===== config.mk =====
export PLATFORM = sky130hd
export DESIGN_NAME = alu_issue
export DESIGN_NICKNAME = d
export VERILOG_FILES = /design/src/rtl/alu_issue.sv
export SDC_FILE = /design/constraint.sdc
export NUM_CORES = 1
export LEC_CHECK = 0
export CORE_ASPECT_RATIO = 0.8
export CORE_UTILIZATION = 40
export CTS_CLUSTER_DIAMETER = 120
export DETAILED_ROUTE_END_ITERATION = 16
export PLACE_DENSITY = 0.6
export SETUP_SLACK_MARGIN = 0.4
export SYNTH_ARGS = -nofsm -noshare
export SYNTH_HDL_FRONTEND = slang
export SYNTH_SLANG_ARGS = --single-unit

===== constraint.sdc =====
create_clock -name clk -period 3.2 [get_ports clk]
set_input_delay 0.64 -clock clk [delete_from_list [all_inputs] [get_ports clk]]
set_output_delay 0.64 -clock clk [all_outputs]
set_load 0.1 [all_outputs]

===== src/rtl/alu_issue.sv =====
// Issue/writeback stage feeding a combinational ALU: owns an 8-entry register file,
// issues one command at a time and writes ALU results back two cycles after acceptance.
module alu_issue #(
  parameter int REG_WIDTH   = 8,
  parameter int OPSEL_WIDTH = 4
) (
  input  logic                   clk,
  input  logic                   rst_n,
  input  logic                   cmd_valid,
  output logic                   cmd_ready,
  input  logic [OPSEL_WIDTH-1:0] cmd_opsel,
  input  logic [2:0]             cmd_ra,
  input  logic [2:0]             cmd_rb,
  input  logic [2:0]             cmd_rd,
  input  logic                   cmd_wr_h,
  input  logic                   ld_en,
  input  logic [2:0]             ld_addr,
  input  logic [REG_WIDTH-1:0]   ld_data,
  input  logic [2:0]             obs_addr,
  output logic [REG_WIDTH-1:0]   obs_data,
  output logic [REG_WIDTH-1:0]   op_a,
  output logic [REG_WIDTH-1:0]   op_b,
  output logic [OPSEL_WIDTH-1:0] alu_opsel,
  input  logic [REG_WIDTH-1:0]   alu_result_l,
  input  logic [REG_WIDTH-1:0]   alu_result_h,
  input  logic                   ovf_flag,
  input  logic                   cf_flag,
  input  logic                   zero_flag_l,
  input  logic                   zero_flag_h,
  output logic [3:0]             flags,
  output logic                   done
);

  typedef enum logic [1:0] {
    IDLE = 2'd0,
    EXEC = 2'd1,
    WB   = 2'd2
  } state_t;

  state_t               state;
  state_t               state_nxt;
  logic [REG_WIDTH-1:0] rf [8];
  logic [2:0]           rd_q;
  logic [2:0]           rd_h;
  logic                 wr_h_q;
  logic                 accept;
  logic                 wb;

  assign accept   = cmd_valid && cmd_ready;
  assign wb       = (state == WB);
  // 3-bit add wraps rd=7 onto index 0 for the high result
  assign rd_h     = rd_q + 3'd1;
  assign obs_data = rf[obs_addr];

  always_ff @(posedge clk or negedge rst_n) begin
    if (!rst_n) begin
      state <= IDLE;
    end else begin
      state <= state_nxt;
    end
  end

  always_comb begin
    state_nxt = state;
    cmd_ready = 1'b0;
    case (state)
      IDLE: begin
        cmd_ready = 1'b1;
        if (cmd_valid) begin
          state_nxt = EXEC;
        end
      end
      EXEC:    state_nxt = WB;
      WB:      state_nxt = IDLE;
      default: state_nxt = IDLE;
    endcase
  end

  always_ff @(posedge clk or negedge rst_n) begin
    if (!rst_n) begin
      op_a      <= '0;
      op_b      <= '0;
      alu_opsel <= '0;
      rd_q      <= '0;
      wr_h_q    <= 1'b0;
    end else if (accept) begin
      op_a      <= rf[cmd_ra];
      op_b      <= rf[cmd_rb];
      alu_opsel <= cmd_opsel;
      rd_q      <= cmd_rd;
      wr_h_q    <= cmd_wr_h;
    end
  end

  // Writeback assignments follow the load so they win on an index collision.
  always_ff @(posedge clk or negedge rst_n) begin
    if (!rst_n) begin
      for (int i = 0; i < 8; i++) begin
        rf[i] <= '0;
      end
    end else begin
      if (ld_en) begin
        rf[ld_addr] <= ld_data;
      end
      if (wb) begin
        rf[rd_q] <= alu_result_l;
        if (wr_h_q) begin
          rf[rd_h] <= alu_result_h;
        end
      end
    end
  end

  always_ff @(posedge clk or negedge rst_n) begin
    if (!rst_n) begin
      flags <= '0;
      done  <= 1'b0;
    end else begin
      done <= wb;
      if (wb) begin
        flags <= {ovf_flag, cf_flag, zero_flag_h, zero_flag_l};
      end
    end
  end

endmodule


; ---- Word-level counts from Yosys, hierarchy flattened
; Index checks and enable logic that the tools add are counted.
[op_classes]
n_addsub = 1
magnitude_cmp = 9
eq_ne = 3
n_mux = 24
n_bitwise = 6
reduce_logical = 5
[op_table]
columns = op, n
row1 = 64-bit bitwise mux, 3
row2 = 64-bit 2-to-1 mux, 3
row3 = 8-bit binary-select mux with 3-bit select, 3
row4 = 8-bit demux with 3-bit select, 3
row5 = 8-bit 2-to-1 mux, 9
row6 = 4-bit >= comparator (second input constant), 6
row7 = 3-bit NOT with 4-bit output, 6
row8 = 4-bit by 1-bit < comparator with 1-bit output (second input constant), 3
row9 = 1-bit logical AND, 4
row10 = 2-bit one-hot mux with 2 select lines, 1
row11 = 3-bit by 1-bit adder with 3-bit output (second input constant), 1
row12 = 2-bit by 1-bit equality test with 1-bit output (second input constant), 1
row13 = 2-bit equality test (second input constant), 1
row14 = 2-bit logical NOT, 1
row15 = 2-bit 2-to-1 mux, 1
row16 = 2-bit inequality test (second input constant), 1
row17 = 1-bit 2-to-1 mux, 1
[word_totals]
reg_bits = 95
in_bits = 52
out_inout_bits = 34
word_cells = 64

; ---- Longest topological paths before layout
; Gate-level depths: netlist of the first run.
[logic_depth]
depth_word = 11
ltp_mapped = 6
depth_no_buf = 5

; ---- Worst setup path after synthesis of the first run
; OpenSTA, ideal clock, no wires.
[synth_timing]
kind = register to register
start = register state[0]
end = register alu_opsel[0]
setup_time_ns = 0.126
t_arrival_ns = 2.469
required_time_ns = 3.074
path_slack_ns = 0.605
path_stages_with_launch = 5
path_buffers = 1
synth_period_minus_slack_ns = 2.595
path_cell_list = dfrtp_1 -> nor2_1 -> nand2_1 -> buf_2 -> mux2_2
[synth_via]
elab_chain_cells = 3
[synth_lines]
columns = element, line_no
row1 = from (decl), 40  ; state_t state;
row2 = from (signal assigned), 59  ; state <= state_nxt;
row3 = 2-bit logical NOT, 66  ; case (state)
row4 = 1-bit 2-to-1 mux, 66
row5 = via cmd_ready, 10  ; output logic cmd_ready,
row6 = 1-bit logical AND, 49  ; assign accept = cmd_valid && cmd_ready;
row7 = to (signal assigned), 89  ; alu_opsel <= cmd_opsel;
row8 = to (decl), 23  ; output logic [OPSEL_WIDTH-1:0] alu_opsel,
; The timed path passes the listed nets, and every way through them passes these cells.
; A chain may end at the register's enable or synchronous reset.

; ---- Worst setup path after layout of the first run
[layout_timing]
start = input obs_addr[0]
end = output obs_data[2]
[layout_via]
elab_chain_cells = 4
[layout_lines]
columns = element, line_no
row1 = from (decl), 19  ; input logic [2:0] obs_addr,
row2 = 3-bit NOT with 4-bit output (implied by the code), 53  ; assign obs_data = rf[obs_addr];
row3 = 8-bit binary-select mux with 3-bit select, 53
row4 = 8-bit 2-to-1 mux (implied by the code) (2 in series), 53
row5 = to (decl), 20  ; output logic [REG_WIDTH-1:0] obs_data,
; No other way between the ends. The select of a mux whose other input is x is not followed.

==> results of run 1 <==
-- sequential cells by signal, indices dropped and copies added (netlist names), 2 cells and up --
| name | flops |
|---|---|
| alu_opsel | 4 |
| op_a | 8 |
| rf | 64 |
| rd_q | 3 |
| flags | 4 |
| op_b | 8 |
| state | 2 |
-- cell usage after synthesis, types with 3 or more instances --
master | n | area share, %
nand2b_1 | 14 | 1.3
mux2_2 | 19 | 3.3
nand2_1 | 176 | 10
nand3_1 | 8 | 0.62
or2b_1 | 7 | 0.81
clkbuf_2 | 9 | 0.69
a22oi_1 | 32 | 3.7
buf_1 | 7 | 0.40
o22ai_1 | 39 | 3.8
nand2_2 | 5 | 0.48
mux2i_1 | 64 | 9.9
mux4_2 | 14 | 4.9
o21ai_0 | 17 | 1.3
clkbuf_1 | 8 | 0.46
a32oi_1 | 64 | 8.6
dfrtp_1 | 95 | 37
nor2_1 | 11 | 0.64
buf_4 | 13 | 1.5
buf_6 | 3 | 0.52
buf_2 | 22 | 1.7
nor2b_1 | 11 | 1.1
o32ai_1 | 32 | 4.3
-- layout make-up --
cell class	instances	area, µm²
tap	215	269
multi-input combinational	528	3750
clock inverter	5	106
inverter	2	7.51
clock buffer	10	229
fill	1509	8040
sequential	95	2380
timing repair buffer	100	1020
-- power by group --
part           internal, W  switching, W  leakage (nW)
logic              0.00146       0.00264          1.87
registers          0.00175      0.000862          1.13
clock network     0.000763      0.000479         0.159
total              0.00397       0.00399          3.16
-- layout by cell type, fill, tap and decap left out, drive strengths merged --
master,netlist,routed
nand3,8,8
or2,1,1
o32ai,32,32
dfrtp,95,95
xor2,1,1
or2b,7,7
a32oi,64,64
or3b,1,1
o22ai,40,40
nor3,2,2
inv,2,3
mux4,16,16
nor2,11,11
nand3b,2,2
nand4,1,1
o21ai,17,17
mux2i,64,64
and2,2,2
xnor2,1,1
clkbuf,17,10
bufbuf,0,1
buf,46,51
mux2,19,19
clkinvlp,0,1
clkdlybuf4s15,0,1
clkdlybuf4s50,0,46
nand2b,14,14
nand2,181,181
bufinv,0,3
a22oi,32,32
nor2b,11,11
ha,1,1
dlygate4sd2,0,1
-- timing repair --
action	in CTS	in global routing
setup endpoints to repair	8	1
gates cloned	1	0
gates resized for setup	5	1
setup buffers	0	0
-- routing by layer --
layer | vias up | GRT usage [%] | share of wire, %
li1 | 2728 | - | -
met1 | 2959 | 40.7 | 43
met2 | 397 | 44.7 | 44
met3 | 50 | 9.09 | 11
met4 | 0 | 7.37 | 2.0
met5 | - | 0 | 0
-- per-stage QoR --
| stage | power (W) | cell area (µm²) | setup slack (ns) | hold WS, ns | std cells |
|---|---|---|---|---|---|
| floorplan | 0.00528 | 6500 | 0.605 | 0.344 | 689 |
| global placement | 0.00659 | 7390 | 0.185 | 0.445 | 939 |
| detailed placement | 0.00665 | 7390 | 0.154 | 0.463 | 939 |
| CTS | 0.00790 | 7760 | 0.420 | 0.318 | 955 |
| global route | 0.00831 | 7760 | 0.409 | 0.350 | 955 |
| finish | 0.00796 | 7760 | 0.430 | 0.296 | 955 |
-- worst max path at each step --
stage / start / slack, ns / depth (start not counted) / endpoint
3_5_place_dp: obs_addr[0] / 0.15 / 5 / obs_data[3]
3_3_place_gp: obs_addr[0] / 0.18 / 5 / obs_data[1]
6_report: obs_addr[0] / 0.43 / 5 / obs_data[2]
2_1_floorplan: state[0] / 0.61 / 4 / alu_opsel[0]
4_1_cts: obs_addr[0] / 0.42 / 5 / obs_data[2]
5_1_grt: obs_addr[0] / 0.41 / 5 / obs_data[7]
-- kinds of logic after synthesis --
| kind of cell | after synthesis | synth area share [%] |
|---|---|---|
| AND/OR/NAND/NOR | 241 | 16.2 |
| AO/OA/AOI/OAI | 185 | 21.9 |
| multiplexers | 99 | 18.8 |
| flip-flops | 95 | 36.6 |
| buffers and inverters | 66 | 5.85 |
| XOR/XNOR | 2 | 0.501 |
| adder cells (fa/ha/maj) | 1 | 0.192 |
==> metrics.md, run 1 <==
| Metric | Value |
|---|---|
| Vias | between 6k and 7k |
| Layout cell share with drive strength beyond 1 | 15.0% |
| WS Path Type | input port to output pin |
| Critical Path RT | 2.56 ns |
| Clock sinks | 95 |
| Placer congestion estimate | 0.927 |
| CP arrival | 2.13 ns |
| Pwr Density | 1030 nW/µm² |
| Die Wd | 145 µm |
| CTS root buf | clkbuf_16 |
| Ys flop type | dfrtp_1 |
| Synth async-reset ratio | 100% |
| Chip height | 116 µm |
| Cell Area, Synth | 6500 µm² |
| # IOs | 86 |
| Syn Area/Cell | 9.43 µm² |
| Clock-pin slew on the worst setup and hold paths | 0.06 ns |
| Peak supply drop | 0.000680 V |
| Setup TNS | 0 ns |
| Nets | approximately 790 |
| Reg2Reg Depth | 5 |
| Crit-path max FO | 8 |
| Leakage power | 3.16 nW |
| GRT overflow | 0 |
| Area delta synth->final | 19.4% |
| ANT cells | 0 |
| Syn nets | about 740 |
| Detailed placer's ending HPWL | approximately 18 mm |
| R2r startpoint | rd_q[0] |
| Critical Path Source Type | input port |
| Post-synth EDFFs | 0 |
| Antenna violations before repair | 0 |
| CP Buf/Inv Count | 3 |
| Setup crit end kind | output pin |
| Routed length per placed instance | approximately 25 µm |
| Gate count after technology mapping | 689 |
| Status | finished clean |
| Utilization after layout | 49.1% |
| Seq cells post-synth | 95 |
| Vias per cell | about 6.4 |
| Vias in the first global route | 6024 |
| Reg-to-reg critical path endpoint | rf[20] |
| CTS hold repair buffers | 0 |
| Rows | 41 |
| Register area share after synthesis | 36.6% |
| CTS tree | done |
| DRT Wirelength | 23.5 mm |
| Relative slew slack | 36.4% |
| DRC | 0 |
| Flop2flop setup slack | approximately 0.96 ns |
| Pin count of the biggest net entering global routing | 51 |
| Initial drt markers | 818 |
| CTS Buf Count | 9 |
| Core area | 15800 µm² |
| RSZ-0062 raised after global routing | false |
| PortBufs | 85 |
| Final setup viols | 0 |
| H-tree lvl count | 3 |
| FMAX | 361 MHz |
| Drt first pass iters | 5 |
| HP Class | input port to async pin |
| Largest delay share family, worst path | multiplexers |
| Max stage delay on crit path | 0.49 ns |
| Total Routing Usage GR | 29.4% |
| DIE AREA | 16800 µm² |
| Slew @ Worst Pin | 0.954 ns |
| Synthesis Warnings | 0 |
| CP max stage cell | mux4_2 |
| Worst-path cell chain | clkdlybuf4s15_2 > bufbuf_16 > mux4_2 > mux2_2 > buf_12 |
| CTS max path bufs | 2 |
| Clk_lat worst skew | around 0.36 ns |
| Global-route wire length before repair | between 30 and 40 mm |
| Minimum clock period | roughly 2.8 ns |
| Initial Util | roughly two fifths |
| Final hold vios | 0 |
| Count of pins over their slew limit | 0 |
| Skew final | a little under 0.007 ns |
| Max cap viols | 0 |
| Post-synthesis cell type count | 36 |
| ANT nets after route | 0 |
| Final period utilization | roughly 87% |
(Power assumes the default switching activity.)
==> run 2, diff against run 1 <==
--- a/config.mk
+++ b/config.mk
@@ -5,6 +5,8 @@
 export SDC_FILE = /design/constraint.sdc
 export NUM_CORES = 1
 export LEC_CHECK = 0
+export ABC_AREA = 0
+export CAP_MARGIN = 30
 export CORE_ASPECT_RATIO = 0.8
 export CORE_UTILIZATION = 40
 export CTS_CLUSTER_DIAMETER = 120
==> results of run 2 <==
The final DEF is identical to that of run 1; final timing and power are the same.
